[src/rtl/code_sequencer4_if.sv]
`default_nettype none
// ============================================================================
// Module   : code_sequencer4_if
// Purpose  : Bundles the control inputs and registered outputs of
//            code_sequencer4 into a single interface.
// Ports    : none (signal bundle only)
//   start, stop, dir, mode          sweep control (master -> slave)
//   start_code, end_code            sweep range   (master -> slave)
//   dwell_cycles [DWELL_W]          extra hold cycles per code
//   pause                           freeze sweep (only with SEQ_PAUSE_EN)
//   data_out [4], valid, busy, done sequencer outputs (slave -> master)
// Macro    : SEQ_PAUSE_EN adds the pause signal.
// Revision : 1.0 - initial release
// ============================================================================
interface code_sequencer4_if #(
  parameter int DWELL_W = 8
) ();
  logic               start;
  logic               stop;
  logic               dir;
  logic               mode;
  logic [3:0]         start_code;
  logic [3:0]         end_code;
  logic [DWELL_W-1:0] dwell_cycles;
`ifdef SEQ_PAUSE_EN
  logic               pause;
`endif
  logic [3:0]         data_out;
  logic               valid;
  logic               busy;
  logic               done;

  // Stimulus side: drives control, observes the sequencer outputs.
  modport master (
`ifdef SEQ_PAUSE_EN
    output pause,
`endif
    output start, stop, dir, mode, start_code, end_code, dwell_cycles,
    input  data_out, valid, busy, done
  );

  // Sequencer side.
  modport slave (
`ifdef SEQ_PAUSE_EN
    input  pause,
`endif
    input  start, stop, dir, mode, start_code, end_code, dwell_cycles,
    output data_out, valid, busy, done
  );
endinterface : code_sequencer4_if
`default_nettype wire

[src/rtl/code_sequencer4.sv]
`default_nettype none
// ============================================================================
// Module   : code_sequencer4
// Purpose  : Steps a 4-bit code through a programmed range, holding each
//            code for dwell_cycles+1 clocks, to drive decoder4to16 data_in.
//            Up/down direction, single or continuous sweep, start/stop.
// Ports    :
//   clk    in   system clock, rising edge
//   rst_n  in   asynchronous active-low reset
//   bus    slave modport of code_sequencer4_if:
//            start/stop/dir/mode/start_code/end_code/dwell_cycles in,
//            data_out/valid/busy/done out (all registered)
// Macro    : SEQ_PAUSE_EN - adds bus.pause, which freezes the sweep in RUN.
// Revision : 1.0 - initial release
// ============================================================================
module code_sequencer4 #(
  parameter int DWELL_W = 8
) (
  input  wire logic         clk,
  input  wire logic         rst_n,
  code_sequencer4_if.slave  bus
);

  typedef enum logic [1:0] {
    S_IDLE = 2'd0,
    S_RUN  = 2'd1,
    S_DONE = 2'd2
  } state_t;

  state_t             r_state;
  state_t             w_state_nxt;

  // Registered outputs and their next values
  logic [3:0]         r_data;
  logic [3:0]         w_data_nxt;
  logic               r_valid;
  logic               w_valid_nxt;
  logic               r_busy;
  logic               w_busy_nxt;
  logic               r_done;
  logic               w_done_nxt;

  // Dwell counter
  logic [DWELL_W-1:0] r_cnt;
  logic [DWELL_W-1:0] w_cnt_nxt;

  // Sweep configuration captured at start
  logic [3:0]         r_start_code;
  logic [3:0]         r_end_code;
  logic               r_dir;
  logic               r_mode;
  logic [DWELL_W-1:0] r_dwell;

  logic               w_capture;
  logic               w_pause;
  logic [3:0]         w_step;

`ifdef SEQ_PAUSE_EN
  assign w_pause = bus.pause;
`else
  assign w_pause = 1'b0;
`endif

  // stop has priority over start, so a simultaneous request starts nothing.
  assign w_capture = (r_state == S_IDLE) && bus.start && !bus.stop;

  // 4-bit arithmetic gives the modulo-16 wrap in both directions.
  assign w_step = r_dir ? (r_data - 4'd1) : (r_data + 4'd1);

  // --------------------------------------------------------------------------
  // State and output registers
  // --------------------------------------------------------------------------
  always_ff @(posedge clk or negedge rst_n) begin
    if (!rst_n) begin
      r_state <= S_IDLE;
      r_data  <= 4'd0;
      r_valid <= 1'b0;
      r_busy  <= 1'b0;
      r_done  <= 1'b0;
      r_cnt   <= '0;
    end else begin
      r_state <= w_state_nxt;
      r_data  <= w_data_nxt;
      r_valid <= w_valid_nxt;
      r_busy  <= w_busy_nxt;
      r_done  <= w_done_nxt;
      r_cnt   <= w_cnt_nxt;
    end
  end

  // Configuration is only sampled on an accepted start; later input changes
  // do not disturb a sweep in progress.
  always_ff @(posedge clk or negedge rst_n) begin
    if (!rst_n) begin
      r_start_code <= 4'd0;
      r_end_code   <= 4'd0;
      r_dir        <= 1'b0;
      r_mode       <= 1'b0;
      r_dwell      <= '0;
    end else if (w_capture) begin
      r_start_code <= bus.start_code;
      r_end_code   <= bus.end_code;
      r_dir        <= bus.dir;
      r_mode       <= bus.mode;
      r_dwell      <= bus.dwell_cycles;
    end
  end

  // --------------------------------------------------------------------------
  // Next-state and next-output logic
  // --------------------------------------------------------------------------
  always_comb begin
    w_state_nxt = r_state;
    w_data_nxt  = r_data;
    w_valid_nxt = r_valid;
    w_busy_nxt  = r_busy;
    w_done_nxt  = 1'b0;
    w_cnt_nxt   = r_cnt;

    case (r_state)
      S_IDLE: begin
        w_valid_nxt = 1'b0;
        w_busy_nxt  = 1'b0;
        if (w_capture) begin
          // First code comes straight from the port: the latched copy is
          // being written on this same edge.
          w_state_nxt = S_RUN;
          w_data_nxt  = bus.start_code;
          w_valid_nxt = 1'b1;
          w_busy_nxt  = 1'b1;
          w_cnt_nxt   = '0;
        end
      end

      S_RUN: begin
        if (bus.stop) begin
          w_state_nxt = S_IDLE;
          w_valid_nxt = 1'b0;
          w_busy_nxt  = 1'b0;
          w_cnt_nxt   = '0;
        end else if (w_pause) begin
          // Hold code and counter so the remaining dwell survives the pause.
          w_state_nxt = S_RUN;
        end else if (r_cnt < r_dwell) begin
          w_cnt_nxt = r_cnt + 1'b1;
        end else begin
          w_cnt_nxt = '0;
          if (r_data == r_end_code) begin
            if (r_mode) begin
              w_data_nxt = r_start_code;
            end else begin
              // Last code of a single sweep: data_out keeps the end code.
              w_state_nxt = S_DONE;
              w_valid_nxt = 1'b0;
              w_busy_nxt  = 1'b0;
              w_done_nxt  = 1'b1;
            end
          end else begin
            w_data_nxt = w_step;
          end
        end
      end

      S_DONE: begin
        // done is high for this one cycle only; stop also lands in IDLE.
        w_state_nxt = S_IDLE;
        w_valid_nxt = 1'b0;
        w_busy_nxt  = 1'b0;
      end

      default: begin
        w_state_nxt = S_IDLE;
        w_valid_nxt = 1'b0;
        w_busy_nxt  = 1'b0;
        w_cnt_nxt   = '0;
      end
    endcase
  end

  assign bus.data_out = r_data;
  assign bus.valid    = r_valid;
  assign bus.busy     = r_busy;
  assign bus.done     = r_done;

endmodule : code_sequencer4
`default_nettype wire

[src/flat_wrapper.sv]
// flat-port wrapper written by rule: the top's interface ports become plain ports
module code_sequencer4_flat 
#(
  parameter int DWELL_W = 8
)
  (clk, rst_n, bus_start, bus_stop, bus_dir, bus_mode, bus_start_code, bus_end_code, bus_dwell_cycles, bus_data_out, bus_valid, bus_busy, bus_done);
  code_sequencer4_if #(.DWELL_W(DWELL_W)) bus_i ();
  input  wire logic clk;
  input  wire logic rst_n;
  input wire logic [$bits(bus_i.start)-1:0] bus_start;
  input wire logic [$bits(bus_i.stop)-1:0] bus_stop;
  input wire logic [$bits(bus_i.dir)-1:0] bus_dir;
  input wire logic [$bits(bus_i.mode)-1:0] bus_mode;
  input wire logic [$bits(bus_i.start_code)-1:0] bus_start_code;
  input wire logic [$bits(bus_i.end_code)-1:0] bus_end_code;
  input wire logic [$bits(bus_i.dwell_cycles)-1:0] bus_dwell_cycles;
  output wire logic [$bits(bus_i.data_out)-1:0] bus_data_out;
  output wire logic [$bits(bus_i.valid)-1:0] bus_valid;
  output wire logic [$bits(bus_i.busy)-1:0] bus_busy;
  output wire logic [$bits(bus_i.done)-1:0] bus_done;
  assign bus_i.start = bus_start;
  assign bus_i.stop = bus_stop;
  assign bus_i.dir = bus_dir;
  assign bus_i.mode = bus_mode;
  assign bus_i.start_code = bus_start_code;
  assign bus_i.end_code = bus_end_code;
  assign bus_i.dwell_cycles = bus_dwell_cycles;
  assign bus_data_out = bus_i.data_out;
  assign bus_valid = bus_i.valid;
  assign bus_busy = bus_i.busy;
  assign bus_done = bus_i.done;
  code_sequencer4 #(.DWELL_W(DWELL_W)) u_core (.clk(clk), .rst_n(rst_n), .bus(bus_i));
endmodule
[config.mk]
export PLATFORM = sky130hd
export DESIGN_NAME = code_sequencer4_flat
export DESIGN_NICKNAME = d
export VERILOG_FILES = /design/src/rtl/code_sequencer4_if.sv /design/src/rtl/code_sequencer4.sv /design/src/flat_wrapper.sv
export SDC_FILE = /design/constraint.sdc
export NUM_CORES = 1
export LEC_CHECK = 0
export CAP_MARGIN = 10
export CORE_AREA = 2 2 66 68
export DETAILED_ROUTE_END_ITERATION = 7
export DIE_AREA = 0 0 68 70
export PLACE_DENSITY = 0.69
export SYNTH_ARGS = -nofsm -noshare
export SYNTH_HDL_FRONTEND = slang
export SYNTH_SLANG_ARGS = --single-unit
[constraint.sdc]
create_clock -name clk -period 2.1 [get_ports clk]
set_input_delay 0.42 -clock clk [delete_from_list [all_inputs] [get_ports clk]]
set_output_delay 0.42 -clock clk [all_outputs]
set_load 0.1 [all_outputs]
# After elaboration in Yosys (flattened, before gate mapping)

Index checks and enable logic that the tools add are counted.

Word-level logic and storage cells: 62
Output and inout port bits: 7
Input bits: 22
Bits in registers: 34

Mux-type cells: 28
Magnitude comparators: 1
Bitwise logic cells: 1
Reductions and logical operators: 9
Add/sub/neg operators: 3
Equality and inequality tests: 10

Operators with widths:

| operator                                         | number |
|---|---|
| 2-to-1 mux 4 bit                                 | 6 |
| 2-to-1 mux 8 bit                                 | 3 |
| case mux 8 bit (3 select lines)                  | 1 |
| 2-to-1 mux 1 bit                                 | 10 |
| 2-to-1 mux 2 bit                                 | 5 |
| adder 8 x 1 -> 8 bit, second input constant      | 1 |
| < comparator 8 bit                               | 1 |
| case mux 4 bit (2 select lines)                  | 1 |
| != test 3 x 2 -> 1 bit, second input constant    | 2 |
| != test 3 bit, second input constant             | 2 |
| AND reduction 5 bit                              | 1 |
| adder 4 x 1 -> 4 bit, second input constant      | 1 |
| == test 4 bit                                    | 1 |
| != test 2 bit, second input constant             | 2 |
| case mux 2 bit (2 select lines)                  | 1 |
| AND reduction 4 bit                              | 1 |
| subtractor 4 x 1 -> 4 bit, second input constant | 1 |
| AND reduction 3 bit                              | 1 |
| == test 2 x 1 -> 1 bit, second input constant    | 1 |
| == test 2 bit, second input constant             | 1 |
| logical AND 1 bit                                | 2 |
| zero test 2 bit                                  | 1 |
| != test 2 x 1 -> 1 bit, second input constant    | 1 |
| case mux 1 bit (2 select lines)                  | 1 |
| other kinds (4)                                  | 4 |

# Longest topological paths before layout

Word-level depth: 6
Mapped depth: 7
Mapped depth without buffers: 7

# Worst setup path after synthesis

OpenSTA, ideal clock, no wires.

Kind: register to register
Start point: register u_core.r_data[1] (netlist: u_core.bus.data_out[1])
End point: register u_core.r_data[3] (netlist: u_core.bus.data_out[3])
Arrival: 2.237 ns
Setup slack: -0.264 ns
Data required time: 1.973 ns
Buffers on the path: 0
Stages on the path, launching flop included: 7
Cell sequence: dfrtp_1 ha_1 a21o_1 a21oi_1 xnor2_1 a221o_1 mux2_4

Longest elaborated chain between the ends: 6
Elaborated cells on any way between the ends: 10

RTL lines:

| element                                                                  | line                   | RTL |
|---|---|---|
| from (decl)                                                              | code_sequencer4.sv:34  | `logic [3:0] r_data;` |
| from (signal assigned)                                                   | code_sequencer4.sv:83  | `r_data <= w_data_nxt;` |
| adder 4 x 1 -> 4 bit / subtractor 4 x 1 -> 4 bit (equally long branches) | code_sequencer4.sv:68  | `assign w_step = r_dir ? (r_data - 4'd1) : (r_data + 4'd1);` |
| 2-to-1 mux 4 bit                                                         | code_sequencer4.sv:68  |  |
| 2-to-1 mux 4 bit                                                         | code_sequencer4.sv:148 | `if (r_data == r_end_code) begin` |
| 2-to-1 mux 4 bit                                                         | code_sequencer4.sv:144 | `end else if (r_cnt < r_dwell) begin` |
| 2-to-1 mux 4 bit                                                         | code_sequencer4.sv:136 | `if (bus.stop) begin` |
| case mux 4 bit (2 select lines)                                          | code_sequencer4.sv:120 | `case (r_state)` |

Parallel ways exist; a longest one is shown, timed or not. The select of a mux whose other input is x is not followed.
A chain may end at the register's enable or synchronous reset.

# Worst setup path after layout

Start point: register u_core.r_cnt[5]
End point: register u_core.r_data[0] (netlist: u_core.bus.data_out[0])

Longest elaborated chain between the ends: 3

RTL lines:

| element                       | line                   | RTL |
|---|---|---|
| from (decl)                   | code_sequencer4.sv:44  | `logic [DWELL_W-1:0] r_cnt;` |
| from (signal assigned)        | code_sequencer4.sv:87  | `r_cnt <= w_cnt_nxt;` |
| < comparator 8 bit            | code_sequencer4.sv:144 |  |
| != test 2 bit (no line)       | -                      |  |
| AND reduction 5 bit (no line) | -                      |  |

Every way passes these cells.

==> run metrics <==
via count of the first global-routing pass=1367; pin count of the biggest net entering global routing=35; Die Y-Extent=70 um; leading post-synthesis cells by cell area=sky130_fd_sc_hd__dfrtp_1 (47%), sky130_fd_sc_hd__nand2_1 (10%), sky130_fd_sc_hd__ha_1 (6.9%); cell type with the largest total area after synthesis=sky130_fd_sc_hd__dfrtp_1; synthesized area per cell=9.39 um2; sequential fraction of the synthesis area=47.0%; starting density of the core=43.7%; Post-CTS Repair Setup Buffers=0; total placed cells including tap cells=277; total power draw=2.30 mW; clock input transition at the sequential cells of the worst setup and hold paths=0.08 ns; slack of the worst reg-to-reg path=0.20 ns; proportion of layout cells with a drive suffix above 1=14.6%; top cell type's share of synthesized area=47.0%; Detailed Route WL=3.62 mm; Commonest cells post-synth=sky130_fd_sc_hd__nand2_1 (49), sky130_fd_sc_hd__dfrtp_1 (34), sky130_fd_sc_hd__inv_1 (14), sky130_fd_sc_hd__nor2_1 (11), sky130_fd_sc_hd__ha_1 (10); reg2reg path depth=7; final critical-path required period=1.90 ns; max_slew headroom=71.1%; Critical Path End Type=register; number of flops mapped to enable cells by yosys=0; Horiz. Die Dim=68 um; Nets=265; RR Endpoint=u_core.bus.data_out[0]; sink count of the clock tree=34; power per unit of standard cell area=1010 mW/mm2; Syn Nets=226; Static Leak=1.08 nW; number of antenna violations at the first check in global routing=0; outcome=complete, no violations; WL/cell=12.7 um; DR pass1 iterations=4; r2r startpoint=u_core.r_cnt[5]; Post-Layout Cell Count=285; input/output buffers=28; IR Drop Worst-Case VDD=411 uV; required time of the critical path=2.31 ns; dominant cell by count in the synthesized netlist=sky130_fd_sc_hd__nand2_1; TritonCTS Buffers=5; Die ar.=0.00476 mm2; Final Max Tran Viols=0; cell area after technology mapping=0.00181 mm2; count of maximum capacitance violations=0; launch point of the worst hold path=u_core.r_dwell[0]; Placement Rows=24; Worst Hold Depth=2; sink of the worst hold path=u_core.r_dwell[0]; wire length of the first global-routing pass=6.29 mm; post-route DRC violation count=0; Final TNS setup=0 ns; placer congestion estimate=0.763; final setup fails=0; Post-synth top flop=sky130_fd_sc_hd__dfrtp_1; Hold Worst Slack=0.487 ns; number of gates resized after cts=0; post-route core utilization=55.0%; overall track demand over capacity in global routing=17.7%; Seq. cell area=856 um2; number of levels in the clock H-tree=2; final worst path period share=90.4%; iteration-0 DRC count of the detailed router=77; n_diodes=0; fill cell instance count of the final layout=400; hpwl dp=2.71 mm; Area Growth Syn to Fin=25.8%; type of the worst setup path=reg -> reg; Core ar.=0.00414 mm2; Clock Root Buffer=sky130_fd_sc_hd__clkbuf_8; grt ovf=0; multi-input combinational cell area=883 um2; Post-Synthesis Cells=193; number of distinct library cells after synthesis=37; unrepaired setup endpoints after global routing=false; Synth Register Bits=34; clock latency on the worst-skew pair=0.29 ns; Fin. Hold Viols=0; largest clock skew in the final design=0.0131 ns; post-cts hold buffer count=0; antenna viol nets, final=0; maximum fanout along the worst path=5; worst min-delay path category=reg -> reg; arrival time at the worst endpoint=2.11 ns; number of vias per cell=4.90; CTS Buffer Depth=2; Synth async-reset ratio=100%; CP startpoint kind=register; slew at the pin with the worst max-slew slack=0.433 ns; fmax=0.527 GHz; top-level I/O count=29; number of warnings reported in the yosys synthesis log=0; TritonCTS clock tree=done; Vias=1396
critical path: stages (launching register included):
cell                       delay, ns
sky130_fd_sc_hd__dfrtp_1        0.42
sky130_fd_sc_hd__ha_1           0.31
sky130_fd_sc_hd__nand2_1        0.06
sky130_fd_sc_hd__nor3_2         0.23
sky130_fd_sc_hd__a21oi_2        0.12
sky130_fd_sc_hd__buf_4          0.16
sky130_fd_sc_hd__or3_1          0.37
sky130_fd_sc_hd__o221ai_1       0.15
registers in the layout (all words and copies together), names as in the netlist:
register and flops:
u_core.bus.data_out 4, u_core.bus.done 1, u_core.r_end_code 4, u_core.r_mode 1, u_core.r_cnt 8, u_core.r_dir 1, u_core.r_start_code 4, u_core.r_dwell 8
u_core.bus.valid 1, u_core.r_state 2
layout by cell type, fill, tap and decap left out, drive strengths merged:
master | synthesis | final
nand2 | 49 | 49
dfrtp | 34 | 34
clkdlybuf4s50 | 0 | 21
o21ai | 17 | 17
buf | 3 | 16
inv | 14 | 14
nor2 | 11 | 11
ha | 10 | 10
xnor2 | 8 | 8
clkbuf | 2 | 7
a21oi | 6 | 6
a21o | 4 | 4
a22o | 4 | 4
nor3 | 4 | 4
or2 | 3 | 3
nand3 | 3 | 3
a211oi | 3 | 3
mux2 | 3 | 3
mux2i | 2 | 2
nor2b | 2 | 2
o31ai | 2 | 2
nand4 | 1 | 1
nand2b | 1 | 1
xor2 | 1 | 1
a221o | 1 | 1
o21bai | 1 | 1
and2 | 1 | 1
or3 | 1 | 1
o221ai | 1 | 1
fa | 1 | 1
clkinv | 0 | 1
how the worst max path moves through the flow:
stage / from / endpoint / slack, ns / cells past startpoint
3_5_place_dp: bus_stop / u_core.bus.data_out[1] / 0.09 / 5
4_1_cts: u_core.r_cnt[5] / u_core.bus.data_out[1] / 0.13 / 6
3_3_place_gp: bus_stop / u_core.bus.data_out[2] / 0.11 / 5
6_report: u_core.r_cnt[5] / u_core.bus.data_out[0] / 0.20 / 7
2_1_floorplan: u_core.bus.data_out[1] / u_core.bus.data_out[3] / 0.05 / 6
5_1_grt: u_core.r_cnt[2] / u_core.r_cnt[0] / 0.05 / 7
layout make-up:
class,instances,share of cell area (%)
repair buffers,37,14.5
flip-flops and latches,34,37.6
clock inverters,1,0.220
well taps,52,2.86
clock buffers,7,3.79
multi-input cells,140,38.8
inverters,14,2.31
power by group:
part | switching (mW) | total [mW] | internal (mW)
registers | 0.103 | 0.876 | 0.773
logic | 0.579 | 0.925 | 0.346
clock network | 0.233 | 0.498 | 0.264
cell families (layout without fill, tap and decap cells):
kind of cell             Yosys count  in the layout  share of synthesized area, %
AO/OA/AOI/OAI                     39             39                          14.7
XOR/XNOR                           9              9                          4.35
adder cells (fa/ha/maj)           11             11                          8.01
buffers and inverters             19             59                          4.28
flip-flops                        34             34                          47.0
multiplexers                       5              5                          3.18
AND/OR/NAND/NOR                   76             76                          18.5
metrics by stage:
stage / cell area (um2) / worst slack, ns
4_1_cts: 2280 / 0.132
3_5_place_dp: 2190 / 0.0877
2_1_floorplan: 1820 / 0.0525
3_3_place_gp: 2190 / 0.111
5_1_grt: 2280 / 0.0536
6_report: 2280 / 0.202
layer usage:
layer	vias up	wire, um	share of wire, %	GRT usage (%)
met3	7	115	3.2	2.90
met1	644	1810	50	25.6
met5	-	0	0	0
li1	722	-	-	-
met2	23	1620	45	25.6
met4	0	80	2.2	8.67
Note: power is estimated with default switching activity, not from simulation.
